## src/rtl/uart_rx_cfg_ctrl.sv

```systemverilog
// Configuration sequencer for the UART RX path: applies prescale/parity changes only
// when the line and RX FSM are quiescent, holding the RX FSM idle during the update.
module uart_rx_cfg_ctrl #(
    parameter int unsigned GUARD_CYCLES   = 16,
    parameter int unsigned SETTLE_CYCLES  = 4,
    parameter int unsigned TIMEOUT_CYCLES = 65535,
    parameter int unsigned RESET_PRESCALE = 8,
    parameter bit          RESET_PAR_EN   = 1'b0,
    parameter bit          RESET_PAR_TYPE = 1'b0
) (
    input  logic       clk,
    input  logic       asy_reset,
    input  logic       cfg_req,
    input  logic [5:0] cfg_prescale,
    input  logic       cfg_parity_en,
    input  logic       cfg_parity_type,
    input  logic [2:0] rx_state,
    input  logic       RX_IN,
    output logic       cfg_ack,
    output logic       cfg_err,
    output logic       cfg_busy,
    output logic       rx_hold,
    output logic [5:0] prescale,
    output logic       parity_enable,
    output logic       parity_type
);

    localparam int unsigned GW = $clog2(GUARD_CYCLES + 1);
    localparam int unsigned SW = $clog2(SETTLE_CYCLES + 1);
    localparam int unsigned TW = (TIMEOUT_CYCLES == 0) ? 1 : $clog2(TIMEOUT_CYCLES + 1);
    localparam logic [2:0]  RX_IDLE = 3'b000;

    typedef enum logic [2:0] {
        S_IDLE,
        S_WAIT,
        S_HOLD,
        S_APPLY,
        S_ACK
    } state_t;

    state_t        state_q, state_d;
    logic [GW-1:0] guard_q, guard_d, guard_inc;
    logic [TW-1:0] tmo_q, tmo_d, tmo_inc;
    logic [SW-1:0] settle_q, settle_d;
    logic [5:0]    sh_prescale_q, sh_prescale_d;
    logic          sh_par_en_q, sh_par_en_d;
    logic          sh_par_type_q, sh_par_type_d;
    logic          ack_d, err_d, busy_d, hold_d;
    logic [5:0]    prescale_d;
    logic          par_en_d, par_type_d;
    logic          line_quiet;
    logic          req_legal;
    logic          guard_hit;
    logic          tmo_hit;

    // Saturating increments so no counter ever wraps
    assign guard_inc  = (guard_q == GW'(GUARD_CYCLES)) ? guard_q : guard_q + GW'(1);
    assign tmo_inc    = (tmo_q == TW'(TIMEOUT_CYCLES)) ? tmo_q : tmo_q + TW'(1);
    assign line_quiet = (rx_state == RX_IDLE) && RX_IN;
    assign req_legal  = (cfg_prescale == 6'd8) || (cfg_prescale == 6'd16) ||
                        (cfg_prescale == 6'd32);
    assign guard_hit  = line_quiet && (guard_inc == GW'(GUARD_CYCLES));
    assign tmo_hit    = (TIMEOUT_CYCLES != 0) && (tmo_inc == TW'(TIMEOUT_CYCLES));

    // Next-state and next-output logic
    always_comb begin
        state_d       = state_q;
        guard_d       = guard_q;
        tmo_d         = tmo_q;
        settle_d      = settle_q;
        sh_prescale_d = sh_prescale_q;
        sh_par_en_d   = sh_par_en_q;
        sh_par_type_d = sh_par_type_q;
        ack_d         = cfg_ack;
        err_d         = cfg_err;
        hold_d        = rx_hold;
        prescale_d    = prescale;
        par_en_d      = parity_enable;
        par_type_d    = parity_type;

        case (state_q)
            S_IDLE: begin
                if (cfg_req) begin
                    sh_prescale_d = cfg_prescale;
                    sh_par_en_d   = cfg_parity_en;
                    sh_par_type_d = cfg_parity_type;
                    if (req_legal) begin
                        state_d = S_WAIT;
                        guard_d = '0;
                        tmo_d   = '0;
                    end else begin
                        state_d = S_ACK;
                        ack_d   = 1'b1;
                        err_d   = 1'b1;
                    end
                end
            end
            S_WAIT: begin
                tmo_d   = tmo_inc;
                guard_d = line_quiet ? guard_inc : '0;
                // A qualifying guard beats a simultaneous timeout
                if (guard_hit) begin
                    state_d  = S_HOLD;
                    hold_d   = 1'b1;
                    settle_d = '0;
                end else if (tmo_hit) begin
                    state_d = S_ACK;
                    ack_d   = 1'b1;
                    err_d   = 1'b1;
                end
            end
            S_HOLD: begin
                if (rx_state != RX_IDLE) begin
                    state_d = S_WAIT;
                    hold_d  = 1'b0;
                    guard_d = '0;
                end else if (settle_q == SW'(SETTLE_CYCLES - 1)) begin
                    state_d = S_APPLY;
                end else begin
                    settle_d = settle_q + SW'(1);
                end
            end
            S_APPLY: begin
                prescale_d = sh_prescale_q;
                par_en_d   = sh_par_en_q;
                par_type_d = sh_par_type_q;
                state_d    = S_ACK;
                hold_d     = 1'b0;
                ack_d      = 1'b1;
                err_d      = 1'b0;
            end
            S_ACK: begin
                if (!cfg_req) begin
                    state_d = S_IDLE;
                    ack_d   = 1'b0;
                    err_d   = 1'b0;
                end
            end
            default: begin
                state_d = S_IDLE;
                hold_d  = 1'b0;
                ack_d   = 1'b0;
                err_d   = 1'b0;
            end
        endcase

        busy_d = (state_d != S_IDLE);
    end

    // State and registered outputs
    always_ff @(posedge clk or negedge asy_reset) begin
        if (!asy_reset) begin
            state_q       <= S_IDLE;
            guard_q       <= '0;
            tmo_q         <= '0;
            settle_q      <= '0;
            sh_prescale_q <= 6'(RESET_PRESCALE);
            sh_par_en_q   <= RESET_PAR_EN;
            sh_par_type_q <= RESET_PAR_TYPE;
            cfg_ack       <= 1'b0;
            cfg_err       <= 1'b0;
            cfg_busy      <= 1'b0;
            rx_hold       <= 1'b0;
            prescale      <= 6'(RESET_PRESCALE);
            parity_enable <= RESET_PAR_EN;
            parity_type   <= RESET_PAR_TYPE;
        end else begin
            state_q       <= state_d;
            guard_q       <= guard_d;
            tmo_q         <= tmo_d;
            settle_q      <= settle_d;
            sh_prescale_q <= sh_prescale_d;
            sh_par_en_q   <= sh_par_en_d;
            sh_par_type_q <= sh_par_type_d;
            cfg_ack       <= ack_d;
            cfg_err       <= err_d;
            cfg_busy      <= busy_d;
            rx_hold       <= hold_d;
            prescale      <= prescale_d;
            parity_enable <= par_en_d;
            parity_type   <= par_type_d;
        end
    end

endmodule

```

## config.mk

```make
export PLATFORM = sky130hd
export DESIGN_NAME = uart_rx_cfg_ctrl
export DESIGN_NICKNAME = d
export VERILOG_FILES = /design/src/rtl/uart_rx_cfg_ctrl.sv
export SDC_FILE = /design/constraint.sdc
export NUM_CORES = 1
export LEC_CHECK = 0
export CORE_MARGIN = 2
export CORE_UTILIZATION = 51
export DETAILED_ROUTE_END_ITERATION = 6
export DONT_BUFFER_PORTS = 1
export PLACE_DENSITY = 0.74
export SKIP_LAST_GASP = 1
export SLEW_MARGIN = 20
export SYNTH_ARGS = -nofsm -noshare
export SYNTH_HDL_FRONTEND = slang
export SYNTH_SLANG_ARGS = --single-unit
```

## constraint.sdc

```tcl
create_clock -name clk -period 5.8 [get_ports clk]
set_input_delay 0.87 -clock clk [delete_from_list [all_inputs] [get_ports clk]]
set_output_delay 0.87 -clock clk [all_outputs]
set_load 0.1 [all_outputs]
```

==> run_results.csv, run 1 <==
group,metric,value,unit
run_status,outcome,"finished clean",
floorplanning,core,5010,µm²
timing,hold_violations,0,
detailed_routing,ant_nets,0,
setup_path,path_buf_inv,0,
setup_path,worstSetupPathType,"reg2reg",
global_routing,grt_pass1_vias,1864,
clock_tree,postCtsResizedCells,0,
power_and_ir_drop,seq_power_share,59.2,%
global_routing,grt_antenna_before_repair,0,
floorplanning,rows,26,
timing,report.final.setup_viol,0,
global_routing,overflow,0,
timing,tightest_slew,1.00,ns
detailed_routing,vias_per_cell,6.25,
placed_design,gp_routability_congestion,0.894,
clock_tree,hold_buffers,0,
floorplanning,io_pins,27,
timing,setup_tns,0,ns
placed_design,place_hpwl,3830,µm
setup_path,path_cells,"ha_1 -> nand3_1 -> or4_4 -> or2_0 -> a211o_1 -> a211o_1",
detailed_routing,drt-total-wl,5420,µm
setup_path,crit_cells,6,
global_routing,grt_pass1_wl,8960,µm
power_and_ir_drop,internal_power,516,µW
clock_tree,cts_sinks,47,
power_and_ir_drop,peakVddDrop,0.150,mV
detailed_routing,route.detailed.drc,0,
power_and_ir_drop,p_sw_share,32.6,%
power_and_ir_drop,p_leak,0.00107,µW
timing,fmax,363,MHz
floorplanning,die_h,75.5,µm
detailed_routing,firstDrtPassIters,4,
timing,fin_crit_sh,47.6,%
timing,finClkSkew,0.0116,ns
layout,fin_nets,286,
clock_tree,path_clk_slew,0.09,ns
layout,layout-drive-gt1-share,13.5,%
logic_synthesis,async_reset_ff_share,100,%
setup_path,end_kind,"register",
clock_tree,cts_max_level,2,
timing,slew_viol_final,0,
clock_tree,cts_tree,"done",
floorplanning,start_util,52.0,%
setup_path,worstSetupStartpointType,"register",
logic_synthesis,yosysSeqAreaShare,45.3,%
setup_path,critPathMostFrequentCell,"a211o_1",
detailed_routing,wl_per_cell,16.1,µm
global_routing,grt_usage,20.5,%
timing,max_slew_margin,31.6,%
global_routing,grt_max_degree,48,
setup_path,crit_arrival,2.96,ns
setup_path,cp_max_fo,10,
logic_synthesis,synth.avg_cell_area,9.68,µm²
clock_tree,insertion_delay,0.30,ns
setup_path,reg2reg_depth,6,
logic_synthesis,synth-edff-count,0,
clock_tree,cts-root-buf,"clkbuf_8",
power_and_ir_drop,power-per-cell-area,279,nW/µm²
placed_design,port_buffers,0,
setup_path,cp_slowest_cell,"or4_4",
min_path,worst_hold_path_type,"in2async",
logic_synthesis,synth_seq_cells,47,
power_and_ir_drop,clock_power_share,26.0,%
floorplanning,die_w,75.5,µm
timing,fin_crit,2.76,ns
logic_synthesis,synth.distinct_cells,53,
layout,final_common_cell,"dfrtp_1",
timing,grt_setup_unrepaired,"no",
logic_synthesis,syn_nets,289,
clock_tree,cts_buffer_depth,2,
setup_path,max_stage_delay,0.71,ns
logic_synthesis,yosys_warnings,0,
setup_path,required,6.00,ns
logic_synthesis,netlist_instances,269,
power_and_ir_drop,power,767,µW
run,drv_cap,0,
layout,syn_to_final_growth,5.43,%
power_and_ir_drop,switchingPower,250,µW
setup_path,cp_top_family,"simple AND/OR/NAND/NOR gates",
power_and_ir_drop,comb_power_share,14.8,%
floorplanning,die_area,5690,µm²
detailed_routing,num_vias,2105,
logic_synthesis,synth.cell_area,2600,µm²
clock_tree,cts_setup_buffers,0,
layout,insertedDiodeCount,0,
logic_synthesis,synth_top_flop_cell,"dfrtp_1",
layout,layout_common_cells,"dfrtp_1 (45), nor2_1 (23), nand2_1 (21)",
detailed_routing,drt_iter0_drc,176,
layout,fill_cells,466,
clock_tree,numCtsBuffers,5,
[registers in the layout, summed over array words and instances (netlist names)]
| signal | flops |
|---|---|
| cfg_ack | 1 |
| cfg_busy | 1 |
| cfg_err | 1 |
| guard_q | 5 |
| parity_enable | 1 |
| parity_type | 1 |
| prescale | 6 |
| rx_hold | 1 |
| settle_q | 3 |
| sh_par_en_q | 1 |
| sh_par_type_q | 1 |
| sh_prescale_q | 6 |
| state_q | 3 |
| tmo_q | 16 |
[power groups by stage]
stage                     Clock (µW)  Combinational, µW  Sequential (µW)
after floorplan                    0                117              429
after global placement             0                109              457
after CTS                        207                113              452
after global routing             218                128              463
after detailed placement           0                113              459
final                            199                113              454
[worst paths after layout]
| check | slack, ns | from | to |
|---|---|---|---|
| setup / recovery | 3.04 | tmo_q[0]$_DFFE_PN0P_ | state_q[0]$_DFF_PN0_ |
| hold / removal | 0.25 | asy_reset | settle_q[1]$_DFFE_PN0P_ |
| setup reg to reg | 3.04 | tmo_q[0]$_DFFE_PN0P_ | state_q[0]$_DFF_PN0_ |
| hold reg to reg | 0.50 | settle_q[2]$_DFFE_PN0P_ | settle_q[2]$_DFFE_PN0P_ |
| max in group asynchronous | 5.36 | asy_reset | prescale[3]$_DFFE_PN1P_ |
| min in group clk | 0.50 | settle_q[2]$_DFFE_PN0P_ | settle_q[2]$_DFFE_PN0P_ |
[synthesized netlist by cell type (3+ instances only)]
library cell  instances  share of area [%]
ha_1                  5                2.4
a21oi_1              15                2.9
nor2_1               23                3.3
nand4_1               4               0.96
a311oi_1              4                1.3
mux2i_1               3                1.2
clkbuf_1              6               0.86
o31ai_1               5                1.4
o22ai_1               3               0.72
nor4_1                7                1.7
nand2_1              21                3.0
inv_1                10                1.4
a211oi_1              4                1.2
buf_2                 3               0.58
nand3_1              14                2.7
o21ai_0              14                2.7
a31oi_1               5                1.2
mux2_2               17                7.4
xor2_1                5                1.7
nor3b_1               3               0.86
a211o_1               3                1.0
nor3_1               10                1.9
dfrtp_1              45                 43
[final cells by class]
| class | instances | area (µm²) | area share (%) |
|---|---|---|---|
| timing repair buffer | 1 | 7.51 | 0.273 |
| sequential | 47 | 1180 | 42.9 |
| clock inverter | 2 | 16.3 | 0.593 |
| clock buffer | 6 | 72.6 | 2.64 |
| multi-input combinational | 201 | 1350 | 49.0 |
| tap | 70 | 87.6 | 3.19 |
| inverter | 10 | 37.5 | 1.37 |
[routing by layer]
layer / wire length, µm / GRT usage, %
met5: 0 / 0
met4: 91 / 5.46
met3: 289 / 5.03
met2: 2510 / 32.2
met1: 2520 / 28.7
[kinds of logic after synthesis]
family | count (synthesis) | share of synthesized area [%]
buffers and inverters | 21 | 3.51
XOR/XNOR | 7 | 2.35
AND/OR/NAND/NOR | 100 | 20.1
multiplexers | 20 | 8.51
AO/OA/AOI/OAI | 69 | 17.8
flip-flops | 47 | 45.3
adder cells (fa/ha/maj) | 5 | 2.40
[stage by stage]
step                hold WS, ns  instances  utilization [%]  cell area [µm²]  setup slack (ns)
CTS                       0.239        337             54.7             2740              3.06
global placement          0.482        329             52.9             2650              3.14
detailed placement        0.490        329             52.9             2650              3.07
floorplan                 0.466        269                -             2600              3.25
global route              0.224        337             54.8             2750              2.85
finish                    0.245        337             54.8             2750              3.04
Note: power is estimated with default switching activity, not from simulation.
==> inputs of run 2 (changes only) <==
ABC_AREA = 1   (was not set)
clock period = 2.68 ns   (was 5.8 ns; I/O delays follow)
==> run_results.csv, run 2 <==
group,metric,value,unit
floorplanning,io_pins,27,
logic_synthesis,synth.avg_cell_area,7.12,µm²
logic_synthesis,synth_fa_ha_area_share,2.23,%
layout,largest_register_ffs,16,
logic_synthesis,synth.distinct_cells,30,
setup_path,cp_max_fo,13,
setup_path,cp_top_family,"simple AND/OR/NAND/NOR gates",
min_path,worst_hold_path_type,"in2reg",
layout,final_common_cell,"nand2_1",
global_routing,grt_max_degree,48,
setup_path,path_cells,"ha_1 -> nand2_2 -> nor2_4 -> nand2_4 -> nor2_8 -> inv_2 -> nand2_1 -> nand2_1 -> nor2_1 -> nand3_2 -> nand2_2 -> nand3_2 -> nand2_1 -> nand2_1",
layout,insertedDiodeCount,0,
power_and_ir_drop,peakVddDrop,0.450,mV
floorplanning,die_h,78.2,µm
logic_synthesis,synthTopCellsByArea,"dfrtp_1 (40%), nand2_1 (18%), inv_1 (6.5%)",
run,drv_cap,0,
timing,fin_crit_sh,84.6,%
placed_design,place_hpwl,4810,µm
detailed_routing,drt-total-wl,6420,µm
floorplanning,start_util,52.0,%
detailed_routing,ant_nets,0,
logic_synthesis,synth_seq_cells,47,
logic_synthesis,synth-edff-count,0,
floorplanning,die_area,6120,µm²
logic_synthesis,netlist_instances,395,
timing,max_slew_margin,36.4,%
logic_synthesis,synth_top_area_share,40.1,%
global_routing,grt_usage,23.3,%
logic_synthesis,yosysSeqAreaShare,41.9,%
global_routing,grt_antenna_before_repair,0,
setup_path,worstSetupStartpointType,"register",
timing,fin_crit,2.27,ns
setup_path,worstSetupPathType,"reg2reg",
placed_design,gp_routability_congestion,0.968,
clock_tree,cts_max_level,2,
power_and_ir_drop,switchingPower,1110,µW
detailed_routing,num_vias,2537,
layout,fin_nets,422,
power_and_ir_drop,comb_power_share,31.5,%
timing,hold_violations,0,
clock_tree,cts_tree,"done",
timing,setup_tns,0,ns
logic_synthesis,async_reset_ff_share,100,%
power_and_ir_drop,power,2450,µW
logic_synthesis,netlist_top_cells_count,"nand2_1 (134), inv_1 (49), dfrtp_1 (45)",
clock_tree,insertion_delay,0.30,ns
logic_synthesis,yosys_warnings,0,
setup_path,critPathMostFrequentCell,"nand2_1",
clock_tree,cts_buffer_depth,2,
timing,report.final.setup_viol,0,
power_and_ir_drop,seq_power_share,51.1,%
clock_tree,cts-root-buf,"clkbuf_8",
run_status,outcome,"finished clean",
logic_synthesis,synthMuxAreaShare,0,%
logic_synthesis,synthXorXnorAreaFrac,1.87,%
setup_path,cp_slowest_cell,"dfrtp_1",
detailed_routing,firstDrtPassIters,4,
timing,tightest_slew,0.954,ns
setup_path,required,2.88,ns
timing,finClkSkew,0.00992,ns
layout,fill_cells,521,
floorplanning,rows,27,
logic_synthesis,synth-simple-area-share,36.5,%
clock_tree,numCtsBuffers,5,
layout,largest_registers,"tmo_q x16, prescale x6, sh_prescale_q x6",
global_routing,grt_pass1_wl,11400,µm
global_routing,overflow,0,
layout,layout_common_cells,"nand2_1 (134), inv_1 (49), dfrtp_1 (45)",
layout,regMostFlops,"tmo_q",
detailed_routing,wl_per_cell,13.5,µm
timing,slew_viol_final,0,
setup_path,path_buf_inv,1,
power_and_ir_drop,p_sw_share,45.4,%
power_and_ir_drop,clock_power_share,17.4,%
detailed_routing,route.detailed.drc,0,
setup_path,end_kind,"register",
logic_synthesis,synth-compound-area-share,9.26,%
detailed_routing,drt_iter0_drc,177,
power_and_ir_drop,internal_power,1340,µW
logic_synthesis,syn_nets,415,
layout,layout-drive-gt1-share,9.18,%
layout,multi_input_area,1400,µm²
global_routing,grt_pass1_vias,2511,
floorplanning,die_w,78.2,µm
logic_synthesis,synth.cell_area,2810,µm²
timing,fmax,441,MHz
placed_design,port_buffers,0,
clock_tree,path_clk_slew,0.09,ns
setup_path,crit_arrival,2.46,ns
logic_synthesis,yosys.area.top_type,"dfrtp_1",
floorplanning,core,5410,µm²
setup_path,max_stage_delay,0.45,ns
logic_synthesis,synth_top_flop_cell,"dfrtp_1",
timing,grt_setup_unrepaired,"no",
power_and_ir_drop,power-per-cell-area,811,nW/µm²
logic_synthesis,synth_most_common_cell,"nand2_1",
clock_tree,cts_sinks,47,
layout,regArea,1180,µm²
detailed_routing,vias_per_cell,5.34,
power_and_ir_drop,p_leak,0.00149,µW
logic_synthesis,synth_top_family_by_area,"simple AND/OR/NAND/NOR gates",
layout,syn_to_final_growth,7.34,%
[run 2: cell types whose count changed after synthesis, moves of 8 or more]
cell,delta
nand2_1,+113
inv_1,+39
mux2_2,-17
nor2_1,+16
o21ai_0,+14
a21oi_1,-11
nand2_2,+9
nand3_1,+8
[run 2: kinds of logic (layout without fill, tap and decap cells)]
family                     Yosys count  after routing
and+or+nand+nor                    230            230
buffers and inverters               59             67
AOI/OAI and AO/OA                   48             48
DFF                                 47             47
xor gates and xnor gates             6              6
adders and majority gates            5              5
[run 2: worst paths after layout]
path	from	endpoint	slack, ns	cells past startpoint
max	tmo_q[0]$_DFFE_PN0P_	cfg_ack$_DFFE_PN0P_	0.41	14
min	cfg_parity_en	sh_par_en_q$_DFFE_PN0P_	0.21	2
max reg2reg	tmo_q[0]$_DFFE_PN0P_	cfg_ack$_DFFE_PN0P_	0.41	14
min reg2reg	sh_prescale_q[5]$_DFFE_PN0P_	sh_prescale_q[5]$_DFFE_PN0P_	0.48	2
max in group asynchronous	asy_reset	sh_prescale_q[3]$_DFFE_PN1P_	1.77	2
min in group asynchronous	asy_reset	tmo_q[11]$_DFFE_PN0P_	0.64	2
[run 2: layout make-up]
type                       count  share of cell area [%]
timing repair buffer           5                    1.99
clock inverter                 2                   0.415
sequential                    47                    39.1
multi-input combinational    289                    46.4
clock buffer                   6                    2.40
tap                           72                    2.99
inverter                      54                    6.72
[run 2: worst register-to-register path: stages (launching register included)]
cell and delay, ns:
dfrtp_1 0.45, ha_1 0.32, nand2_2 0.10, nor2_4 0.14, nand2_4 0.11, nor2_8 0.15, inv_2 0.13, nand2_1 0.15
nand2_1 0.08, nor2_1 0.13, nand3_2 0.10, nand2_2 0.09, nand3_2 0.07, nand2_1 0.08, nand2_1 0.07
[run 2: per-layer routing]
| metal | up-vias | routed length (µm) | GRT usage, % | share of wire [%] |
|---|---|---|---|---|
| li1 | 1267 | - | - | - |
| met1 | 1192 | 2910 | 30.8 | 45 |
| met2 | 71 | 3040 | 37.7 | 47 |
| met3 | 7 | 404 | 5.98 | 6.3 |
| met4 | 0 | 71 | 7.54 | 1.1 |
| met5 | - | 0 | 0 | 0 |
[run 2: per-stage QoR]
step                util (%)  std cells  setup slack (ns)  cell area (µm²)  hold WS, ns
floorplan                  -        395             0.712             2810        0.106
global placement        53.6        465             0.520             2900        0.108
detailed placement      53.6        465             0.435             2900        0.108
CTS                     55.8        475             0.421             3020        0.211
global route            55.8        475             0.249             3020        0.207
finish                  55.8        475             0.413             3020        0.213
[run 2: power by group through the flow]
| stage | clock network (µW) | logic (µW) | registers [µW] |
|---|---|---|---|
| after detailed placement | 0 | 739 | 1260 |
| after global routing | 471 | 895 | 1270 |
| after global placement | 0 | 733 | 1250 |
| after CTS | 437 | 763 | 1240 |
| final | 427 | 770 | 1250 |
| after floorplan | 0 | 622 | 1180 |
[run 2: what timing repair did]
action	in CTS	in global routing
buffers inserted	0	0
hold endpoints to repair	47	0
gates resized for setup	0	0
hold buffers	2	0
==> inputs of run 3 (changes only) <==
ABC_AREA = 0   (was 1)
clock period = 2.25 ns   (was 2.68 ns; I/O delays follow)
==> run_results.csv, run 3 (same netlist as run 1, synthesis figures left out) <==
group,metric,value,unit
run_status,outcome,"finished clean",
layout,final_common_cell,"dfrtp_1",
global_routing,overflow,0,
setup_path,crit_arrival,2.42,ns
floorplanning,start_util,52.0,%
detailed_routing,vias_per_cell,5.93,
floorplanning,core,5010,µm²
clock_tree,cts_sinks,47,
global_routing,grt_pass1_wl,9800,µm
clock_tree,cts_max_level,2,
min_path,worst_hold_path_type,"in2reg",
timing,whs,0.170,ns
floorplanning,die_h,75.5,µm
detailed_routing,ant_nets,0,
power_and_ir_drop,internal_power,1450,µW
setup_path,r2r_start,"tmo_q[12]$_DFFE_PN0P_",
min_path,hold-path-endpoint,"sh_par_en_q$_DFFE_PN0P_",
global_routing,grt_antenna_before_repair,0,
power_and_ir_drop,switchingPower,757,µW
layout,layout_common_cells,"dfrtp_1 (40), buf_4 (36), nor2_1 (23)",
power_and_ir_drop,p_sw_share,34.3,%
timing,hold_violations,0,
timing,fin_crit_sh,98.3,%
floorplanning,die_area,5690,µm²
setup_path,required,2.45,ns
clock_tree,insertion_delay,0.31,ns
run,drv_cap,0,
placed_design,dp_slack,-0.0692,ns
setup_path,timing.rr.end,"state_q[0]$_DFF_PN0_",
detailed_routing,met1_length,2640,µm
layout,layout-drive-gt1-share,27.3,%
global_routing,grt_usage,22.8,%
timing,max_slew_margin,38.8,%
layout,insertedDiodeCount,0,
timing,fmax,452,MHz
timing,slew_viol_final,0,
setup_path,reg2reg_depth,6,
power_and_ir_drop,comb_power_share,25.5,%
clock_tree,cts_buffer_depth,2,
detailed_routing,drt_iter0_drc,86,
timing,tightest_slew,0.918,ns
clock_tree,path_clk_slew,0.10,ns
power_and_ir_drop,p_leak,0.00125,µW
setup_path,end_kind,"register",
clock_tree,cts-root-buf,"clkbuf_8",
power_and_ir_drop,peakVddDrop,0.414,mV
floorplanning,io_pins,27,
setup_path,worstSetupPathType,"reg2reg",
placed_design,port_buffers,0,
layout,largest_register_ffs,16,
placed_design,place_hpwl,4160,µm
detailed_routing,dr_wl_met3,301,µm
detailed_routing,route.detailed.drc,0,
floorplanning,die_w,75.5,µm
setup_path,cp_max_fo,4,
detailed_routing,maxUsedRoutingLayer,"met4",
timing,finClkSkew,0.00632,ns
placed_design,gp_routability_congestion,0.957,
detailed_routing,wl_per_cell,15.9,µm
detailed_routing,drt-total-wl,5940,µm
detailed_routing,num_vias,2219,
power_and_ir_drop,power,2210,µW
timing,report.final.setup_viol,0,
timing,fin_crit,2.21,ns
layout,fill_cells,423,
clock_tree,numCtsBuffers,5,
power_and_ir_drop,seq_power_share,49.3,%
clock_tree,cts_tree,"done",
global_routing,grt_max_degree,48,
layout,fin_nets,323,
layout,largest_registers,"tmo_q x16, prescale x6, sh_prescale_q x6",
power_and_ir_drop,clock_power_share,25.3,%
layout,syn_to_final_growth,20.5,%
min_path,min_from,"cfg_parity_en",
detailed_routing,wl_met2,2940,µm
timing,setup_slack,0.0377,ns
timing,grt_setup_unrepaired,"yes",
setup_path,worstSetupStartpointType,"register",
power_and_ir_drop,power-per-cell-area,705,nW/µm²
global_routing,grt_pass1_vias,2103,
layout,regMostFlops,"tmo_q",
min_path,whs_path_depth,1,
setup_path,regToRegSetupSlack,0.04,ns
detailed_routing,firstDrtPassIters,4,
floorplanning,rows,26,
==> run 3: changes by cell type in the layout (fill, tap and decap cells not counted), sizes merged, moves of 17 or more <==
| cell | previous run | this run |
|---|---|---|
| mux2 | 0 | 17 |
| o21ai | 31 | 14 |
| nor2 | 48 | 23 |
| nand2 | 144 | 21 |
| inv | 51 | 12 |
| buf | 4 | 37 |
==> run 3: final cells by class <==
type	count	area [µm²]	share of cell area, %
clock buffers	5	68.8	2.19
inverters	10	37.5	1.20
clock inverters	3	27.5	0.878
repair buffers	38	308	9.81
flip-flops and latches	47	1180	37.8
well taps	70	87.6	2.79
multi-input cells	201	1420	45.4
==> run 3: worst max-delay path by stage <==
stage / slack, ns / from / depth (start not counted) / to
global placement: 0.04 / tmo_q[1]$_DFFE_PN0P_ / 6 / state_q[0]$_DFF_PN0_
global route: -0.007 / guard_q[1]$_DFFE_PN0P_ / 8 / cfg_ack$_DFFE_PN0P_
detailed placement: -0.07 / tmo_q[1]$_DFFE_PN0P_ / 6 / cfg_ack$_DFFE_PN0P_
finish: 0.04 / tmo_q[12]$_DFFE_PN0P_ / 6 / state_q[0]$_DFF_PN0_
CTS: 0.01 / tmo_q[0]$_DFFE_PN0P_ / 7 / state_q[0]$_DFF_PN0_
floorplan: 0.001 / tmo_q[0]$_DFFE_PN0P_ / 7 / state_q[0]$_DFF_PN0_
==> run 3: critical path, stage by stage (launching register included) <==
cell,delay [ns]
dfrtp_1,0.44
nand4_4,0.14
or2_4,0.28
or4_4,0.41
or2_0,0.22
a211o_1,0.32
a211o_1,0.30
==> run 3: repair_timing <==
| action | CTS | global route |
|---|---|---|
| endpoints found under the setup margin | 2 | 3 |
| buffers inserted | 1 | 6 |
| hold buffers | 2 | 0 |
| pin swaps | 0 | 6 |
| endpoints found under the hold margin | 47 | 0 |
| gates resized for setup | 2 | 10 |
==> run 3: per-stage QoR <==
stage | cells | instance area (µm²) | setup TNS, ns | utilization [%]
global placement | 357 | 2900 | 0 | 57.8
floorplan | 269 | 2640 | 0 | -
global route | 374 | 3140 | -0.00995 | 62.6
finish | 374 | 3140 | 0 | 62.6
CTS | 368 | 3050 | 0 | 60.8
detailed placement | 357 | 2900 | -0.116 | 57.8
==> run 3: routing by layer <==
| metal | track usage (%) | up-vias |
|---|---|---|
| met3 | 5.95 | 5 |
| met5 | 0 | - |
| met4 | 5.46 | 0 |
| met2 | 37.5 | 54 |
| li1 | - | 1078 |
| met1 | 30.4 | 1082 |
==> run 3: power groups by stage <==
stage / Clock [µW] / Combinational (µW) / Sequential [µW]
2_1_floorplan: 0 / 322 / 1120
3_3_place_gp: 0 / 464 / 1100
3_5_place_dp: 0 / 473 / 1100
4_1_cts: 568 / 515 / 1090
5_1_grt: 599 / 623 / 1110
6_report: 559 / 563 / 1090
